## src/rtl/bin2bcd_pkg.sv

```systemverilog
// Shared types and constants for the sequential binary-to-BCD converter.
package bin2bcd_pkg;

    typedef enum logic {
        IDLE    = 1'b0,
        CONVERT = 1'b1
    } state_t;

    localparam int BCD_DIGIT_W    = 4;
    localparam int ADD3_THRESHOLD = 5;

    // One spare bit so the terminal count WIDTH itself is representable.
    function automatic int cnt_width(input int w);
        return $clog2(w) + 1;
    endfunction

endpackage

```

## src/rtl/bin2bcd_seq_digit_adj.sv

```systemverilog
// Double-dabble digit correction: add 3 to a BCD digit that is 5 or more.
module bcd_digit_adj
    import bin2bcd_pkg::*;
(
    input  logic [BCD_DIGIT_W-1:0] din,
    output logic [BCD_DIGIT_W-1:0] dout
);

    always_comb begin
        dout = din;
        if (din >= BCD_DIGIT_W'(ADD3_THRESHOLD))
            dout = din + BCD_DIGIT_W'(3);
    end

endmodule

```

## src/rtl/bin2bcd_seq.sv

```systemverilog
// Sequential binary-to-BCD converter (shift-add-3), one input bit per clock,
// with a held output register so displays stay stable during the next run.
module bin2bcd_seq
    import bin2bcd_pkg::*;
#(
    parameter int WIDTH  = 32,
    parameter int DIGITS = 10
) (
    input  logic                      iCLK,
    input  logic                      iRST,
    input  logic                      iStart,
    input  logic [WIDTH-1:0]          iBin,
    output logic                      oReady,
    output logic                      oDone,
    output logic [BCD_DIGIT_W*DIGITS-1:0] oBCD,
    output logic                      oOverflow
);

    localparam int BW = BCD_DIGIT_W * DIGITS;
    localparam int CW = cnt_width(WIDTH);

    state_t          state_q, state_d;
    logic [WIDTH-1:0] shift_q, shift_d;
    logic [BW-1:0]   bcd_q, bcd_d, bcd_adj;
    logic [CW-1:0]   cnt_q, cnt_d;
    logic            ovf_q, ovf_d;
    logic [BW-1:0]   obcd_d;
    logic            oovf_d, done_d;

    // Per-digit correction applied to the working register before each shift.
    for (genvar g = 0; g < DIGITS; g++) begin : g_adj
        bcd_digit_adj u_adj (
            .din  (bcd_q  [g*BCD_DIGIT_W +: BCD_DIGIT_W]),
            .dout (bcd_adj[g*BCD_DIGIT_W +: BCD_DIGIT_W])
        );
    end

    assign oReady = (state_q == IDLE);

    always_comb begin
        state_d = state_q;
        shift_d = shift_q;
        bcd_d   = bcd_q;
        cnt_d   = cnt_q;
        ovf_d   = ovf_q;
        obcd_d  = oBCD;
        oovf_d  = oOverflow;
        done_d  = 1'b0;

        unique case (state_q)
            IDLE: begin
                if (iStart) begin
                    shift_d = iBin;
                    bcd_d   = '0;
                    cnt_d   = '0;
                    ovf_d   = 1'b0;
                    state_d = CONVERT;
                end
            end
            CONVERT: begin
                // The top digit's MSB falls off the end; it marks a value too large.
                {bcd_d, shift_d} = {bcd_adj[BW-2:0], shift_q, 1'b0};
                ovf_d = ovf_q | bcd_adj[BW-1];
                cnt_d = cnt_q + CW'(1);
                if (cnt_q == CW'(WIDTH - 1)) begin
                    obcd_d  = bcd_d;
                    oovf_d  = ovf_d;
                    done_d  = 1'b1;
                    state_d = IDLE;
                end
            end
            default: state_d = IDLE;
        endcase
    end

    always_ff @(posedge iCLK or posedge iRST) begin
        if (iRST) begin
            state_q   <= IDLE;
            shift_q   <= '0;
            bcd_q     <= '0;
            cnt_q     <= '0;
            ovf_q     <= 1'b0;
            oBCD      <= '0;
            oOverflow <= 1'b0;
            oDone     <= 1'b0;
        end else begin
            state_q   <= state_d;
            shift_q   <= shift_d;
            bcd_q     <= bcd_d;
            cnt_q     <= cnt_d;
            ovf_q     <= ovf_d;
            oBCD      <= obcd_d;
            oOverflow <= oovf_d;
            oDone     <= done_d;
        end
    end

endmodule

```

## config.mk

```make
export PLATFORM = sky130hd
export DESIGN_NAME = bin2bcd_seq
export DESIGN_NICKNAME = d
export VERILOG_FILES = /design/src/rtl/bin2bcd_pkg.sv /design/src/rtl/bin2bcd_seq_digit_adj.sv /design/src/rtl/bin2bcd_seq.sv
export SDC_FILE = /design/constraint.sdc
export NUM_CORES = 1
export LEC_CHECK = 0
export ABC_AREA = 1
export BUFFER_PORTS_ARGS = -buffer_cell sky130_fd_sc_hd__buf_2
export CAP_MARGIN = 20
export CORE_UTILIZATION = 63
export CTS_BUF_LIST = sky130_fd_sc_hd__clkbuf_4 sky130_fd_sc_hd__clkbuf_8 sky130_fd_sc_hd__clkbuf_16
export DETAILED_ROUTE_END_ITERATION = 12
export PLACE_DENSITY = 0.86
export RECOVER_POWER = 25
export SYNTH_ARGS = -nofsm -noshare
export SYNTH_HDL_FRONTEND = slang
export SYNTH_HIERARCHICAL = 1
export SYNTH_SLANG_ARGS = --single-unit
```

## constraint.sdc

```tcl
create_clock -name iCLK -period 8.3 [get_ports iCLK]
set_input_delay 1.245 -clock iCLK [delete_from_list [all_inputs] [get_ports iCLK]]
set_output_delay 1.245 -clock iCLK [all_outputs]
set_load 0.05 [all_outputs]
```

After elaboration in Yosys (flattened, before gate mapping)
Cells that the tools add are included.
{"block": "op_classes", "addsub": 11, "n_lt_le_gt_ge": 10, "n_eq_ne": 2, "n_mux": 23, "bitwise": 2, "reduce_logical": 1}
{"operator": "40-bit one-hot mux with 2 select lines", "n": 1}
{"operator": "32-bit one-hot mux with 2 select lines", "n": 1}
{"operator": "4-bit by 2-bit adder with 4-bit output, second input constant", "n": 10}
{"operator": "4-bit by 3-bit greater-or-equal comparator with 1-bit output, second input constant", "n": 10}
{"operator": "4-bit two-way mux", "n": 10}
{"operator": "40-bit two-way mux", "n": 1}
{"operator": "32-bit two-way mux", "n": 1}
{"operator": "6-bit one-hot mux with 2 select lines", "n": 1}
{"operator": "6-bit by 1-bit adder with 6-bit output, second input constant", "n": 1}
{"operator": "6-bit by 5-bit == test with 1-bit output, second input constant", "n": 1}
{"operator": "6-bit two-way mux", "n": 1}
{"operator": "1-bit two-way mux", "n": 5}
{"operator": "1-bit one-hot mux with 2 select lines", "n": 2}
{"operator": "2-bit inequality test, second input constant", "n": 1}
{"operator": "2-bit AND reduction", "n": 1}
{"operator": "1-bit NOT", "n": 1}
{"operator": "1-bit bitwise OR", "n": 1}
{"block": "totals", "reg_bits": 122, "input_bits": 35, "output_inout_bits": 43}

Longest topological paths before layout
Gate-level depths: netlist of the first run.
{"block": "logic_depth", "depth_word": 4, "depth_mapped": 9, "depth_no_buf": 9}

Hierarchy
The synthesis of the first run kept the hierarchy.
{"mod": "bin2bcd_seq", "n_inst": 1, "cells_each": 487, "area_per_inst_um2": 4768.3}
{"mod": "bcd_digit_adj", "n_inst": 10, "cells_each": 23, "area_per_inst_um2": 135.1}

Least setup slack after synthesis of the first run
OpenSTA, ideal clock, no wires.
{"block": "synth_timing", "path_type": "reg2out", "startpoint": "register state_q", "endpoint": "output oReady", "arrival_ns": 0.739, "required_ns": 7.055, "setup_slack_ns": 6.316, "stages_incl_launch_ff": 2, "cell_sequence": "dfrtp_1 -> inv_1"}
{"block": "synth_between", "elab_chain_cells": 1}
{"element": "start, declared", "line": "bin2bcd_seq.sv:22", "source": "state_t state_q, state_d;"}
{"element": "start signal, assigned", "line": "bin2bcd_seq.sv:87", "source": "state_q <= state_d;"}
{"element": "1-bit NOT"}
{"element": "end, declared", "line": "bin2bcd_seq.sv:13", "source": "output logic oReady,"}
Every way passes these cells.

Final worst setup path of the first run
{"block": "layout_timing", "startpoint": "register state_q", "endpoint": "register shift_q[30]"}
{"block": "layout_between", "elab_chain_cells": 2, "word_cells_on_any_way": 3}
{"element": "1-bit NOT"}
{"element": "32-bit one-hot mux with 2 select lines / 2-bit inequality test (equally long branches)"}
{"element": "end signal, assigned", "line": "bin2bcd_seq.sv:88", "source": "shift_q <= shift_d;"}
{"element": "end, declared", "line": "bin2bcd_seq.sv:23", "source": "logic [WIDTH-1:0] shift_q, shift_d;"}
Several ways; a longest one is shown, not always the timed one.
A chain may end at the register's enable or synchronous reset.

==> impl_results.md, run 1 <==
* Outcome: finished with violations
* Failing checks: max-capacitance violations, max-slew violations
* Clock Sinks at 122
* Vias in the first global route at 5234
* CTS Root Cell: clkbuf_8
* Cell area after layout at 7190 um2
* Gates resized, CTS repair at 0
* Total wire length at 14200 um
* CP dominant cell by count: clkbuf_1
* Starting Density at 65.6%
* Final hold vios at 0
* RSZ-0062 raised after global routing: false
* Hold depth at 2
* R2R Path Start: state_q
* #FFs+latches synth at 122
* Worst-case hold path end point: oBCD[10]
* I/O pins at 78
* Final #Nets at 844
* Net count after synthesis at 773
* Clock tree from TritonCTS: built
* Post-Place Cell Area at 6580 um2
* Die height at 101 um
* Cell row count at 35
* Setup Skew at 0.00974 ns
* Clock transition at the registers of the reported paths at 0.06 ns
* Critical hold path startpoint: oBCD[10]
* Grt total ovfl at 0
* Total GRT Usage at 30.1%
* Via count at 5298
* Power per standard cell area at 470 nW/um2
* Clk_lat worst skew at 0.52 ns
* Post-synthesis sequential area ratio at 49.9%
* Fraction of layout cells with a size suffix above 1 at 22.2%
* Synth unique cells at 20
* Setup bufs post-CTS at 0
* Hold/Removal Path Class: flop to flop
* Clk buf depth at 2
* Largest net degree at the start of global routing at 77
* Commonest non-fill, non-tap cell in the layout: nand2_1
* Final hold slack at 0.461 ns
* Setup TNS at 0 ns
* Drt initial violations at 378
* Max Freq at 198 MHz
* Drt pass-1 iters at 5
* Max-slew violation count at 211
* Leakage at 3.80 nW
* Htree depth at 4
* Worst EP arrival at 5.49 ns
* Most frequent cells in the layout: 258 x nand2_1, 121 x dfrtp_1, 83 x nand3_1
* CP Cell Sequence: clkbuf_1, nor2_4, clkbuf_1, nand2_1, nand3_1
* Post-Syn Instances at 717
* Critical path endpoint category: flop
* Routed wire per std cell at 15.2 um
* Average size of a mapped cell at 8.54 um2
* Max-slew headroom at -130%
* WP data required at 8.74 ns
* Core Region at 9330 um2
* Flop-to-flop setup slack at 3.25 ns
* Peak VDD IR at 0.199 mV
* Critical path peak fanout at 76
* Die Wd at 101 um
* Yosys warnings at 6
* Dpl hpwl at 8350 um
* Fillers at 608
* Reg2reg end: shift_q[30]
* Initial antenna violation count at 0
* Placer congestion estimate at 0.807
* Crit start category: flop
* Worst-Margin Slew at 3.45 ns
* CTS Hold Bufs at 0
* Die ar. at 10100 um2
* R2R depth at 5
* Slowest cell on crit path: clkbuf_1
* Drt drc at 0
* Final core utilization at 77.1%
* Final setup fails at 0
* Max-Cap Viols at 3
* Final Critical Period at 5.05 ns
* CTS buffer count at 17
* Worst stage delay on the critical path at 2.38 ns
* ANT cells at 0
* Routed vias/inst at 5.70
* Port bufs at 77
* WS Path Type: flop to flop
* Routed Antenna Nets at 0
* Global-route wire length before repair at 23700 um
* Area grow syn2layout at 17.5%
* Synth Cell Area at 6120 um2
* Tcrit/Tclk final at 60.9%
==> critical path: cells and delay by family, from the launching register on <==
family                 cells  cell delay [ns]
and+or+nand+nor            3             0.90
buffers and inverters      2             3.63
DFF                        1             0.40
==> synth_stat cells <==
cell type / number / area [um2]
nand2_1: 258 / 968
dfrtp_1: 122 / 3050
nand3_1: 83 / 415
a22o_1: 40 / 350
inv_1: 39 / 146
nor2_1: 35 / 131
buf_2: 23 / 115
o21ai_0: 23 / 115
ha_1: 21 / 263
nor2_4: 20 / 225
a21oi_2: 10 / 87.6
inv_2: 10 / 37.5
nand2_2: 10 / 62.6
o21ai_2: 10 / 87.6
buf_1: 4 / 15.0
clkbuf_1: 4 / 15.0
nor2_2: 2 / 12.5
a21oi_1: 1 / 5.00
nand3b_1: 1 / 7.51
nand4_1: 1 / 6.26
==> kinds of logic (layout without fill, tap and decap cells) <==
family | count (synthesis) | in the layout | synth area share [%]
simple gates | 410 | 410 | 29.9
compound gates | 84 | 84 | 10.5
buf+inv | 80 | 164 | 5.38
fa+ha+maj | 21 | 21 | 4.29
flops | 122 | 122 | 49.9
==> worst max path at each step <==
| stage | from | endpoint | depth (start not counted) |
|---|---|---|---|
| 5_1_grt | state_q | shift_q[30] | 5 |
| 3_3_place_gp | iRST | bcd_q[25] | 3 |
| 4_1_cts | state_q | oReady | 2 |
| 2_1_floorplan | iRST | bcd_q[0] | 1 |
| 6_report | state_q | shift_q[30] | 5 |
| 3_5_place_dp | iRST | oBCD[23] | 3 |
==> power by group <==
group | leakage, nW | switching [mW] | internal [mW]
sequential | 1.58 | 0.201 | 0.841
clock | 0.297 | 0.274 | 0.497
combinational | 1.92 | 1.03 | 0.534
==> area by class of cell <==
type | instances | area, um2 | share of cell area (%)
Sequential cell | 122 | 3050 | 42.5
Multi-Input combinational cell | 515 | 2750 | 38.2
Clock buffer | 18 | 428 | 5.95
Timing Repair Buffer | 83 | 423 | 5.88
Clock inverter | 14 | 196 | 2.73
Inverter | 49 | 185 | 2.57
Tap cell | 129 | 161 | 2.24
==> routing by layer <==
metal | GRT usage (%) | wire, um | vias up
met5 | 0 | 0 | -
met4 | 14.5 | 401 | 0
met3 | 7.35 | 765 | 43
met2 | 51.7 | 7330 | 222
met1 | 35.5 | 5680 | 2561
li1 | - | - | 2472
==> sequential cells by signal, indices dropped and copies added, names as in the netlist <==
name	flops
bcd_q	40
oOverflow	1
ovf_q	1
state_q	1
oDone	1
cnt_q	6
oBCD	40
shift_q	32
==> through the flow <==
step | power [mW] | std cells | setup slack [ns]
after floorplan | 2.23 | 717 | 3.81
after global placement | 2.47 | 898 | 5.59
after detailed placement | 2.55 | 898 | 5.56
after CTS | 3.37 | 930 | 5.70
after global routing | 3.58 | 930 | 2.86
final | 3.38 | 930 | 3.25
Power figures use the tool's default switching activity.
==> inputs of run 2 (changes only) <==
--- a/config.mk
+++ b/config.mk
@@ -8,10 +8,10 @@
 export ABC_AREA = 1
 export BUFFER_PORTS_ARGS = -buffer_cell sky130_fd_sc_hd__buf_2
 export CAP_MARGIN = 20
-export CORE_UTILIZATION = 63
+export CORE_UTILIZATION = 58
 export CTS_BUF_LIST = sky130_fd_sc_hd__clkbuf_4 sky130_fd_sc_hd__clkbuf_8 sky130_fd_sc_hd__clkbuf_16
 export DETAILED_ROUTE_END_ITERATION = 12
-export PLACE_DENSITY = 0.86
+export PLACE_DENSITY = 0.8
 export RECOVER_POWER = 25
 export SYNTH_ARGS = -nofsm -noshare
 export SYNTH_HDL_FRONTEND = slang
==> constraint.sdc (replaced) <==
create_clock -name iCLK -period 4.7 [get_ports iCLK]
set_input_delay 0.705 -clock iCLK [delete_from_list [all_inputs] [get_ports iCLK]]
set_output_delay 0.705 -clock iCLK [all_outputs]
set_load 0.05 [all_outputs]
==> impl_results.md, run 2 (synthesis results as in run 1) <==
* Commonest non-fill, non-tap cell in the layout: nand2_1
* Total wire length at 13100 um (-7.3%)
* Total GRT Usage at 26.2% (-3.9 points)
* CTS buffer count at 17 (unchanged)
* Largest registers: bcd_q (40), oBCD (40), shift_q (32)
* CTS Root Cell: clkbuf_8
* Clk buf depth at 2 (unchanged)
* Initial antenna violation count at 0 (unchanged)
* Final Critical Period at 3.10 ns
* ANT cells at 0 (unchanged)
* Routed vias/inst at 5.45 (-4.3%)
* Peak VDD IR at 0.345 mV (+73%)
* Routed Antenna Nets at 0 (unchanged)
* Die ar. at 11000 um2 (+8.4%)
* Gates resized, CTS repair at 0 (unchanged)
* Htree depth at 4 (unchanged)
* Max Freq at 323 MHz
* I/O pins at 78 (unchanged)
* Die Wd at 105 um (+4.1%)
* Via count at 5115 (-3.5%)
* Drt pass-1 iters at 6 (+1)
* Clock transition at the registers of the reported paths at 0.05 ns (about the same)
* Vias in the first global route at 4946 (-5.5%)
* Setup Skew at 0.0112 ns (+0.00147 ns)
* Setup TNS at 0 ns (unchanged)
* Critical path peak fanout at 55 (-28%)
* WS Path Type: input port to asynchronous set/reset pin
* Routed wire per std cell at 14.0 um (-8.1%)
* Fraction of layout cells with a size suffix above 1 at 22.4% (+0.22 points)
* Outcome: finished with violations
* Power per standard cell area at 801 nW/um2 (+71%)
* Drt initial violations at 265 (-30%)
* Final hold slack at 0.378 ns (-0.0833 ns)
* Critical path endpoint category: asynchronous set/reset pin
* Cell row count at 37 (+5.7%)
* Core Region at 10300 um2 (+10%)
* Flop-to-flop setup slack at 2.33 ns (-0.92 ns)
* Tcrit/Tclk final at 65.9%
* Worst-Margin Slew at 2.37 ns (-1.08 ns)
* Max-slew headroom at -59.0% (+71 points)
* Clock Sinks at 122 (unchanged)
* RSZ-0062 raised after global routing: false
* Max-slew violation count at 85 (-60%)
* WP data required at 5.03 ns (-3.71 ns)
* Cell Count, Final, Fillers Out at 938 (+0.86%)
* Placed Cells at 906 (+0.89%)
* Failing checks: max-capacitance violations, max-slew violations
* Max-Cap Viols at 2 (-1)
* Die height at 105 um (+4.1%)
* Worst EP arrival at 3.43 ns (-2.06 ns)
* CTS Hold Bufs at 0 (unchanged)
* Final #Nets at 845 (+0.12%)
* Post-Place Setup Slack at 2.41 ns (-3.14 ns)
* Drt drc at 0 (unchanged)
* Placer congestion estimate at 0.818 (+1.3%)
* Clk_lat worst skew at 0.53 ns (about the same)
* Leakage at 3.79 nW (-0.35%)
* Clock tree from TritonCTS: built
* Final setup fails at 0 (unchanged)
* Grt total ovfl at 0 (unchanged)
* Area grow syn2layout at 16.6%
* Largest net degree at the start of global routing at 56 (-27%)
* Dpl hpwl at 8450 um (+1.2%)
* Crit start category: input port
* Hold/Removal Path Class: input port to flop
* Port bufs at 77 (unchanged)
* Setup bufs post-CTS at 0 (unchanged)
* Crit path setup slack, layout at 1.60 ns (-1.65 ns)
* Most frequent cells in the layout: 258 x nand2_1, 121 x dfrtp_1, 83 x nand3_1
* Starting Density at 59.5% (-6.1 points)
* Global-route wire length before repair at 22600 um (-4.8%)
* Final hold vios at 0 (unchanged)
==> run 2: cell types whose count changed in the layout (fill, tap and decap cells not counted) <==
cell,previous run,this run
clkbuf_4,0,5
clkinv_4,4,0
bufinv_16,4,1
clkinv_2,2,5
buf_4,4,6
clkbuf_1,2,1
clkbuf_8,2,3
clkinvlp_4,3,2
inv_6,1,0
==> run 2: area by class of cell <==
type / count / area [um2]
fill: 802 / 3140
sequential: 122 / 3050
multi-input combinational: 515 / 2750
clock buffer: 24 / 479
timing repair buffer: 84 / 434
inverter: 49 / 185
tap: 136 / 170
clock inverter: 8 / 70.1
==> run 2: layer usage <==
| metal | GRT usage, % | wire [um] | vias up |
|---|---|---|---|
| met3 | 6.67 | 604 | 16 |
| li1 | - | - | 2479 |
| met5 | 0 | 0 | - |
| met2 | 44.5 | 6740 | 137 |
| met4 | 9.56 | 167 | 0 |
| met1 | 32.4 | 5630 | 2483 |
==> run 2: metrics by stage <==
step	instance area (um2)	utilization [%]	power [mW]
final	7140	69.5	5.72
after global routing	7140	69.5	6.11
after CTS	7140	69.5	5.73
after detailed placement	6590	64.2	4.50
after global placement	6590	64.2	4.37
after floorplan	6120	-	3.95
==> run 2: power by group <==
| group | switching [mW] | leakage [nW] | internal, mW |
|---|---|---|---|
| Combinational | 1.73 | 1.93 | 0.937 |
| Sequential | 0.368 | 1.58 | 1.48 |
| Clock | 0.446 | 0.276 | 0.752 |
| Total | 2.54 | 3.79 | 3.17 |
==> run 2: final timing paths <==
path	start	end	depth (start not counted)
max	iRST	bcd_q[21]	3
min	iBin[0]	shift_q[0]	3
max reg2reg	state_q	oBCD[35]	6
min reg2reg	oBCD[18]	oBCD[18]	2
max in group iCLK	state_q	oReady	2
min in group asynchronous	iRST	shift_q[6]	2
==> run 2: critical path: stages <==
cell        delay [ns]
buf_2             0.10
clkinvlp_2        1.35
clkbuf_1          1.25
